<file path="src/rtl/and_or_bist.sv">
// Self-test driver/checker for a registered 4-input AND-OR block f = (a&b)|(c&d).
// Optional abort-on-first-mismatch behaviour is enabled by defining AND_OR_BIST_STOP_ON_FAIL_EN.
module and_or_bist #(
    parameter int unsigned LATENCY = 1,
    parameter int unsigned PASSES  = 1,
    parameter int unsigned ERR_W   = 5
) (
    input  logic             clk,
    input  logic             rst,
    input  logic             start,
    input  logic             f_in,
    output logic             a,
    output logic             b,
    output logic             c,
    output logic             d,
    output logic             busy,
    output logic             done,
    output logic             pass,
    output logic [ERR_W-1:0] err_count,
    output logic [3:0]       first_fail_vec,
    output logic             first_fail_valid
);

    localparam int unsigned TAIL   = LATENCY - 1;
    localparam int unsigned PASS_W = (PASSES > 1) ? $clog2(PASSES) : 1;
    localparam int unsigned DRN_W  = (LATENCY > 1) ? $clog2(LATENCY) : 1;
    localparam logic [ERR_W-1:0] ERR_MAX = '1;

    typedef enum logic [1:0] {
        IDLE  = 2'd0,
        DRIVE = 2'd1,
        DRAIN = 2'd2,
        DONE  = 2'd3
    } state_t;

    state_t              state_q, state_d;
    logic [3:0]          vec_q, vec_d;
    logic [PASS_W-1:0]   pcnt_q, pcnt_d;
    logic [DRN_W-1:0]    dcnt_q, dcnt_d;
    logic [3:0]          abcd_q, abcd_d;
    logic                busy_q, busy_d;
    logic                done_q, done_d;
    logic                pass_q, pass_d;
    logic [ERR_W-1:0]    err_q, err_d;
    logic [3:0]          ffvec_q, ffvec_d;
    logic                ffv_q, ffv_d;
    // Expected-response delay line: valid, expected f and originating vector per stage.
    logic [LATENCY-1:0]  pv_q, pv_d;
    logic [LATENCY-1:0]  pe_q, pe_d;
    logic [3:0]          pvec_q [LATENCY];
    logic [3:0]          pvec_d [LATENCY];
    logic                mism_c;

    assign {a, b, c, d}     = abcd_q;
    assign busy             = busy_q;
    assign done             = done_q;
    assign pass             = pass_q;
    assign err_count        = err_q;
    assign first_fail_vec   = ffvec_q;
    assign first_fail_valid = ffv_q;

    // Next-state, pipeline and scoreboard logic.
    always_comb begin
        state_d = state_q;
        vec_d   = vec_q;
        pcnt_d  = pcnt_q;
        dcnt_d  = dcnt_q;
        abcd_d  = abcd_q;
        busy_d  = busy_q;
        done_d  = done_q;
        pass_d  = pass_q;
        err_d   = err_q;
        ffvec_d = ffvec_q;
        ffv_d   = ffv_q;
        pv_d    = pv_q;
        pe_d    = pe_q;
        pvec_d  = pvec_q;

        pv_d[0]   = (state_q == DRIVE);
        pe_d[0]   = (vec_q[3] & vec_q[2]) | (vec_q[1] & vec_q[0]);
        pvec_d[0] = vec_q;
        for (int i = 1; i < int'(LATENCY); i++) begin
            pv_d[i]   = pv_q[i-1];
            pe_d[i]   = pe_q[i-1];
            pvec_d[i] = pvec_q[i-1];
        end

        mism_c = pv_q[TAIL] && (f_in != pe_q[TAIL]);
        if (mism_c) begin
            if (err_q != ERR_MAX) begin
                err_d = err_q + ERR_W'(1);
            end
            if (!ffv_q) begin
                ffv_d   = 1'b1;
                ffvec_d = pvec_q[TAIL];
            end
        end

        case (state_q)
            IDLE, DONE: begin
                if (start) begin
                    state_d = DRIVE;
                    err_d   = '0;
                    ffv_d   = 1'b0;
                    done_d  = 1'b0;
                    pass_d  = 1'b0;
                    busy_d  = 1'b1;
                    vec_d   = 4'd0;
                    pcnt_d  = '0;
                    abcd_d  = 4'd0;
                end
            end
            DRIVE: begin
                vec_d  = vec_q + 4'd1;
                abcd_d = vec_q + 4'd1;
                if (vec_q == 4'hF) begin
                    if (pcnt_q == PASS_W'(PASSES - 1)) begin
                        state_d = DRAIN;
                        dcnt_d  = '0;
                        abcd_d  = 4'd0;
                    end else begin
                        pcnt_d = pcnt_q + PASS_W'(1);
                    end
                end
            end
            DRAIN: begin
                abcd_d = 4'd0;
                if (dcnt_q == DRN_W'(LATENCY - 1)) begin
                    state_d = DONE;
                    busy_d  = 1'b0;
                    done_d  = 1'b1;
                    pass_d  = (err_d == '0);
                end else begin
                    dcnt_d = dcnt_q + DRN_W'(1);
                end
            end
            default: state_d = IDLE;
        endcase

`ifdef AND_OR_BIST_STOP_ON_FAIL_EN
        // First mismatch ends the run immediately and discards in-flight vectors.
        if (mism_c && ((state_q == DRIVE) || (state_q == DRAIN))) begin
            state_d = DONE;
            busy_d  = 1'b0;
            done_d  = 1'b1;
            pass_d  = 1'b0;
            abcd_d  = 4'd0;
            pv_d    = '0;
        end
`endif
    end

    always_ff @(posedge clk) begin
        if (rst) begin
            state_q <= IDLE;
            vec_q   <= '0;
            pcnt_q  <= '0;
            dcnt_q  <= '0;
            abcd_q  <= '0;
            busy_q  <= 1'b0;
            done_q  <= 1'b0;
            pass_q  <= 1'b0;
            err_q   <= '0;
            ffvec_q <= '0;
            ffv_q   <= 1'b0;
            pv_q    <= '0;
            pe_q    <= '0;
            for (int i = 0; i < int'(LATENCY); i++) begin
                pvec_q[i] <= '0;
            end
        end else begin
            state_q <= state_d;
            vec_q   <= vec_d;
            pcnt_q  <= pcnt_d;
            dcnt_q  <= dcnt_d;
            abcd_q  <= abcd_d;
            busy_q  <= busy_d;
            done_q  <= done_d;
            pass_q  <= pass_d;
            err_q   <= err_d;
            ffvec_q <= ffvec_d;
            ffv_q   <= ffv_d;
            pv_q    <= pv_d;
            pe_q    <= pe_d;
            pvec_q  <= pvec_d;
        end
    end

endmodule
</file>
<file path="config.mk">
export PLATFORM = sky130hd
export DESIGN_NAME = and_or_bist
export DESIGN_NICKNAME = d
export VERILOG_FILES = /design/src/rtl/and_or_bist.sv
export SDC_FILE = /design/constraint.sdc
export NUM_CORES = 1
export LEC_CHECK = 0
export CORE_MARGIN = 4
export CORE_UTILIZATION = 45
export CTS_CLUSTER_SIZE = 40
export DETAILED_ROUTE_END_ITERATION = 12
export PLACE_DENSITY = 0.67
export SLEW_MARGIN = 20
export SYNTH_ARGS = -nofsm -noshare
export SYNTH_HDL_FRONTEND = slang
export SYNTH_SLANG_ARGS = --single-unit
</file>
<file path="constraint.sdc">
create_clock -name clk -period 1.9 [get_ports clk]
set_input_delay 0.19 -clock clk [delete_from_list [all_inputs] [get_ports clk]]
set_output_delay 0.19 -clock clk [all_outputs]
set_load 0.005 [all_outputs]
</file>
After elaboration in Yosys (flattened, before gate mapping)
Cells that the tools add are included.
Cells by class
  reductions and logical operators: 13
  eq/ne operators: 10
  multiplexer cells: 32
  $add $sub $neg: 4
  bitwise gates (word level): 4
Operators by type and width (count)
  $mux 5: 4
  $mux 1: 13
  $mux 4: 3
  $pmux 4 s3: 1
  $pmux 1 s2: 5
  $reduce_and 3->1: 3
  $mux 2: 4
  $pmux 4 s2: 1
  $ne 2x2->1 const B: 3
  $pmux 2 s3: 1
  $reduce_bool 2->1: 3
  $add 5x1->5 const B: 1
  $logic_not 5->1: 1
  $ne 5x5->1 const B: 1
  $add 4x1->4 const B: 1
  $eq 2x2->1 const B: 2
  $eq 4x4->1 const B: 1
  $reduce_and 2->1: 2
  $reduce_and 4->1: 1
  $add 1x1->1 const B: 2
  $and 1x1->1: 2
  $eq 2x1->1 const B: 1
  $logic_not 2->1: 1
  $ne 2x1->1 const B: 1
  5 further kinds: 5
Storage, ports and cells
  output and inout port bits: 17
  register bits: 31
  input bits: 4

Longest topological paths before layout
  word-level depth: 6
  gate-level depth with buffers: 7
  gate-level depth less buffers: 6

Least setup slack after synthesis
No wires, ideal clock.
  path type: register to register
  start: register state_q[0]
  end: register vec_q[0] (netlist: pvec_d[0])
  arrival: 1440 ps
  path slack: 389 ps
  setup time: 70 ps
  buffers on the path: 1
  stages on the path, launching flop included: 7
  path through: dfxtp_1 inv_1 ha_1 nor2b_1 buf_2 or3_1 a21oi_1
On the way
  word-level cells in the longest chain between the ends: 4
RTL lines
  start: declaration: line 36  | state_t state_q, state_d;
  start signal: assignment: line 172  | state_q <= state_d;
  $eq 2x2->1 / $logic_not 2->1 (equally long branches): line 99  | case (state_q)
  $reduce_or 2->1: line 99
  $ne 2x2->1 (no line) / $reduce_bool 2->1 (equally long branches)
  $reduce_and 2->1 (no line)
  end signal: assignment: line 173  | vec_q <= vec_d;
  end: declaration: line 37  | logic [3:0] vec_q, vec_d;
Parallel ways exist; a longest one is shown, timed or not.
A chain may end at the register's enable or synchronous reset.

Worst setup path after layout
Ends and elaborated chain as after synthesis.

==> results.md <==
* CTS Buffer Depth at 2
* Design area at ~1600 µm²
* Vias per Instance at between 5 and 6
* Die width at ~61 µm
* RSZ-0062 raised after global routing: no
* Sequential element share of the synthesized area at between 40% and 50%
* CTS Buf Count at 5
* WS Path Type: register to register
* WL per Instance at 12.9 µm
* Post-synth ARST share at 0%
* Largest net degree at the start of global routing at 18
* GRT Util Overall at between 15 and 20%
* Iteration count of the initial detailed-routing pass at 4
* ANT cells at 0
* R2r setup slk at about 0.21 ns
* Vias in the first global route at between 1000 and 1500
* Area Growth Syn to Fin at 27.0%
* Worst-skew pair later-pin latency at 0.32 ns
* Crit-path max FO at 8
* Port Buffers at 20
* TNS Setup at 0 ns
* Clock skew at between 0.005 and 0.006 ns
* 1st-iter DRT viols at 51
* Critical Path RT at 2.16 ns
* Post-CTS setup buffer count at 0
* Distinct cells, synth at 35
* Leakage Power at between 0.6 and 0.7 nW
* Hold Path Depth at 2
* Initial Utilization at ~47%
* Resized cells post-CTS at 0
* Ys Warns at 0
* Worst-case vdd ir drop at around 0.9 mV
* Worst-path clk slew at roughly 0.09 ns
* Final setup fails at 0
* Post-synthesis average cell area at between 9 and 10 µm²
* WP data arrival at around 2 ns
* Nets at between 150 and 200
* Routed WL at around 2.6 mm
* CTS Root Cell: clkbuf_4
* Startpoint Class: register
* Final period util at about 90%
* Syn Std Cell Area at 1270 µm²
* RePlAce Congestion at about 0.87
* CTS tree: done
* Status: finished clean
* Slew Viols, Final at 0
* Die height at slightly above 60 µm
* Worst slew pin tran at 0.479 ns
* Ys flop type: dfxtp_1
* Placed inst area at 1520 µm²
* Die ar. at approximately 3700 µm²
* CP Capture Type: register
* First-pass GRT wire length at 4.56 mm
* Pwr Density at 1170 nW/µm²
* DP HPWL at 1.85 mm
* Layout cells sized above 1 at 9.58%
* Io pins at 21
* Tot Pwr at roughly 1.9 mW
* R2R depth at 6
* Max Clk Rate at between 500 and 600 MHz
* Minimum clock period at between 1.5 and 2 ns
* Core outline area at about 2700 µm²
* Sink Count at 29
* Relative slew slack at between 60% and 70%
* Overflow after GRT at 0
* Rows at 19
* Final Hold Viols at 0
* Post-DRT Antenna Nets at 0
* Number of synthesized flops with an enable pin at 0
* Mapped Cells at roughly 140
* Max-cap violation count at 0
* Initial antenna violation count at 0
* Hold-fix buffers, CTS at 0
* CTS HTree Levels at 2
* #FFs+latches synth at 29
* Syn Nets at 150
* Worst Hold Class: register to register
* # DRC at 0
* DR vias at about 1100
[per-stage QoR]
step	setup slack [ns]	hold slack, ns	instances	utilization, %
floorplan	0.389	0.262	141	-
detailed placement	0.236	0.448	190	55.5
global placement	0.275	0.442	190	55.5
CTS	0.217	0.465	198	59.2
finish	0.208	0.460	198	59.2
global route	0.110	0.493	198	59.2
[final cells by class]
| class | instances | area [µm²] |
|---|---|---|
| clock buffers | 5 | 37.5 |
| clock inverters | 3 | 65.1 |
| fillers | 254 | 1110 |
| inverters | 5 | 18.8 |
| multi-input cells | 101 | 648 |
| flip-flops and latches | 29 | 581 |
| well taps | 31 | 38.8 |
| repair buffers | 24 | 230 |
[power breakdown]
| part | leakage [nW] | internal [mW] | switching [mW] |
|---|---|---|---|
| registers | 0.235 | 0.680 | 0.0673 |
| logic | 0.321 | 0.240 | 0.281 |
| clock network | 0.0552 | 0.407 | 0.218 |
| total | 0.611 | 1.33 | 0.567 |
[synth_stat cells, types with 2 or more instances]
master	instances	share of area [%]
ha_1	5	4.9
clkbuf_1	2	0.59
xnor2_1	2	1.4
xor2_1	2	1.4
nor2b_1	7	3.4
buf_2	2	0.79
nand2_1	9	2.6
o21ai_0	5	2.0
nor2_1	18	5.3
mux2i_1	6	4.7
inv_1	5	1.5
a21o_1	3	1.8
dfxtp_1	29	46
nor3_1	3	1.2
a21oi_1	13	5.1
a31oi_1	2	0.98
clkbuf_2	2	0.79
nand2b_1	3	1.5
nand3_1	4	1.6
and3_1	2	0.98
a311oi_1	2	1.4
and2_1	2	0.98
[routing by layer]
| metal | GRT usage, % | wire (µm) | vias up |
|---|---|---|---|
| met5 | 0 | 0 | - |
| met4 | 7.74 | 48 | 0 |
| met3 | 6.50 | 140 | 8 |
| met2 | 26.7 | 1230 | 25 |
| met1 | 19.0 | 1130 | 497 |
| li1 | - | - | 538 |
[worst max-delay path, stage by stage (launching register included)]
cell	delay, ns
dfxtp_1	0.40
inv_1	0.06
ha_1	0.40
nor2b_1	0.18
buf_4	0.16
or3_1	0.30
a21oi_1	0.12
[cells in the final DEF (no fill, tap or decap), types with 3 or more instances in the layout]
master / n
nor2_1: 18
ha_1: 5
clkdlybuf4s50_1: 20
inv_1: 5
a21oi_1: 13
clkbuf_4: 5
dfxtp_1: 29
buf_4: 4
nand2b_1: 3
nand3_1: 4
a21o_1: 3
nor3_1: 3
nor2b_1: 7
mux2i_1: 6
nand2_1: 9
o21ai_0: 5
[worst paths after layout]
check	endpoint	start
worst max-delay path	pvec_d[0]	state_q[0]
worst min-delay path	abcd_q[3]	abcd_q[3]
worst max register to register	pvec_d[0]	state_q[0]
worst min register to register	abcd_q[3]	abcd_q[3]
[sequential cells by signal, summed over array words and instances (netlist names)]
register          cells
first_fail_vec        4
state_q               2
pass                  1
pe_q                  1
pvec_d                4
pv_q                  1
pvec_q                4
busy                  1
first_fail_valid      1
abcd_q                4
done                  1
err_count             5
[cell families after synthesis]
kind of cell / share of synthesized area (%)
flip-flops: 45.5
buffers and inverters: 3.63
adder cells (fa/ha/maj): 4.91
AND/OR/NAND/NOR: 22.9
AO/OA/AOI/OAI: 14.3
XOR/XNOR: 4.02
multiplexers: 4.71
Note: power is estimated with default switching activity, not from simulation.
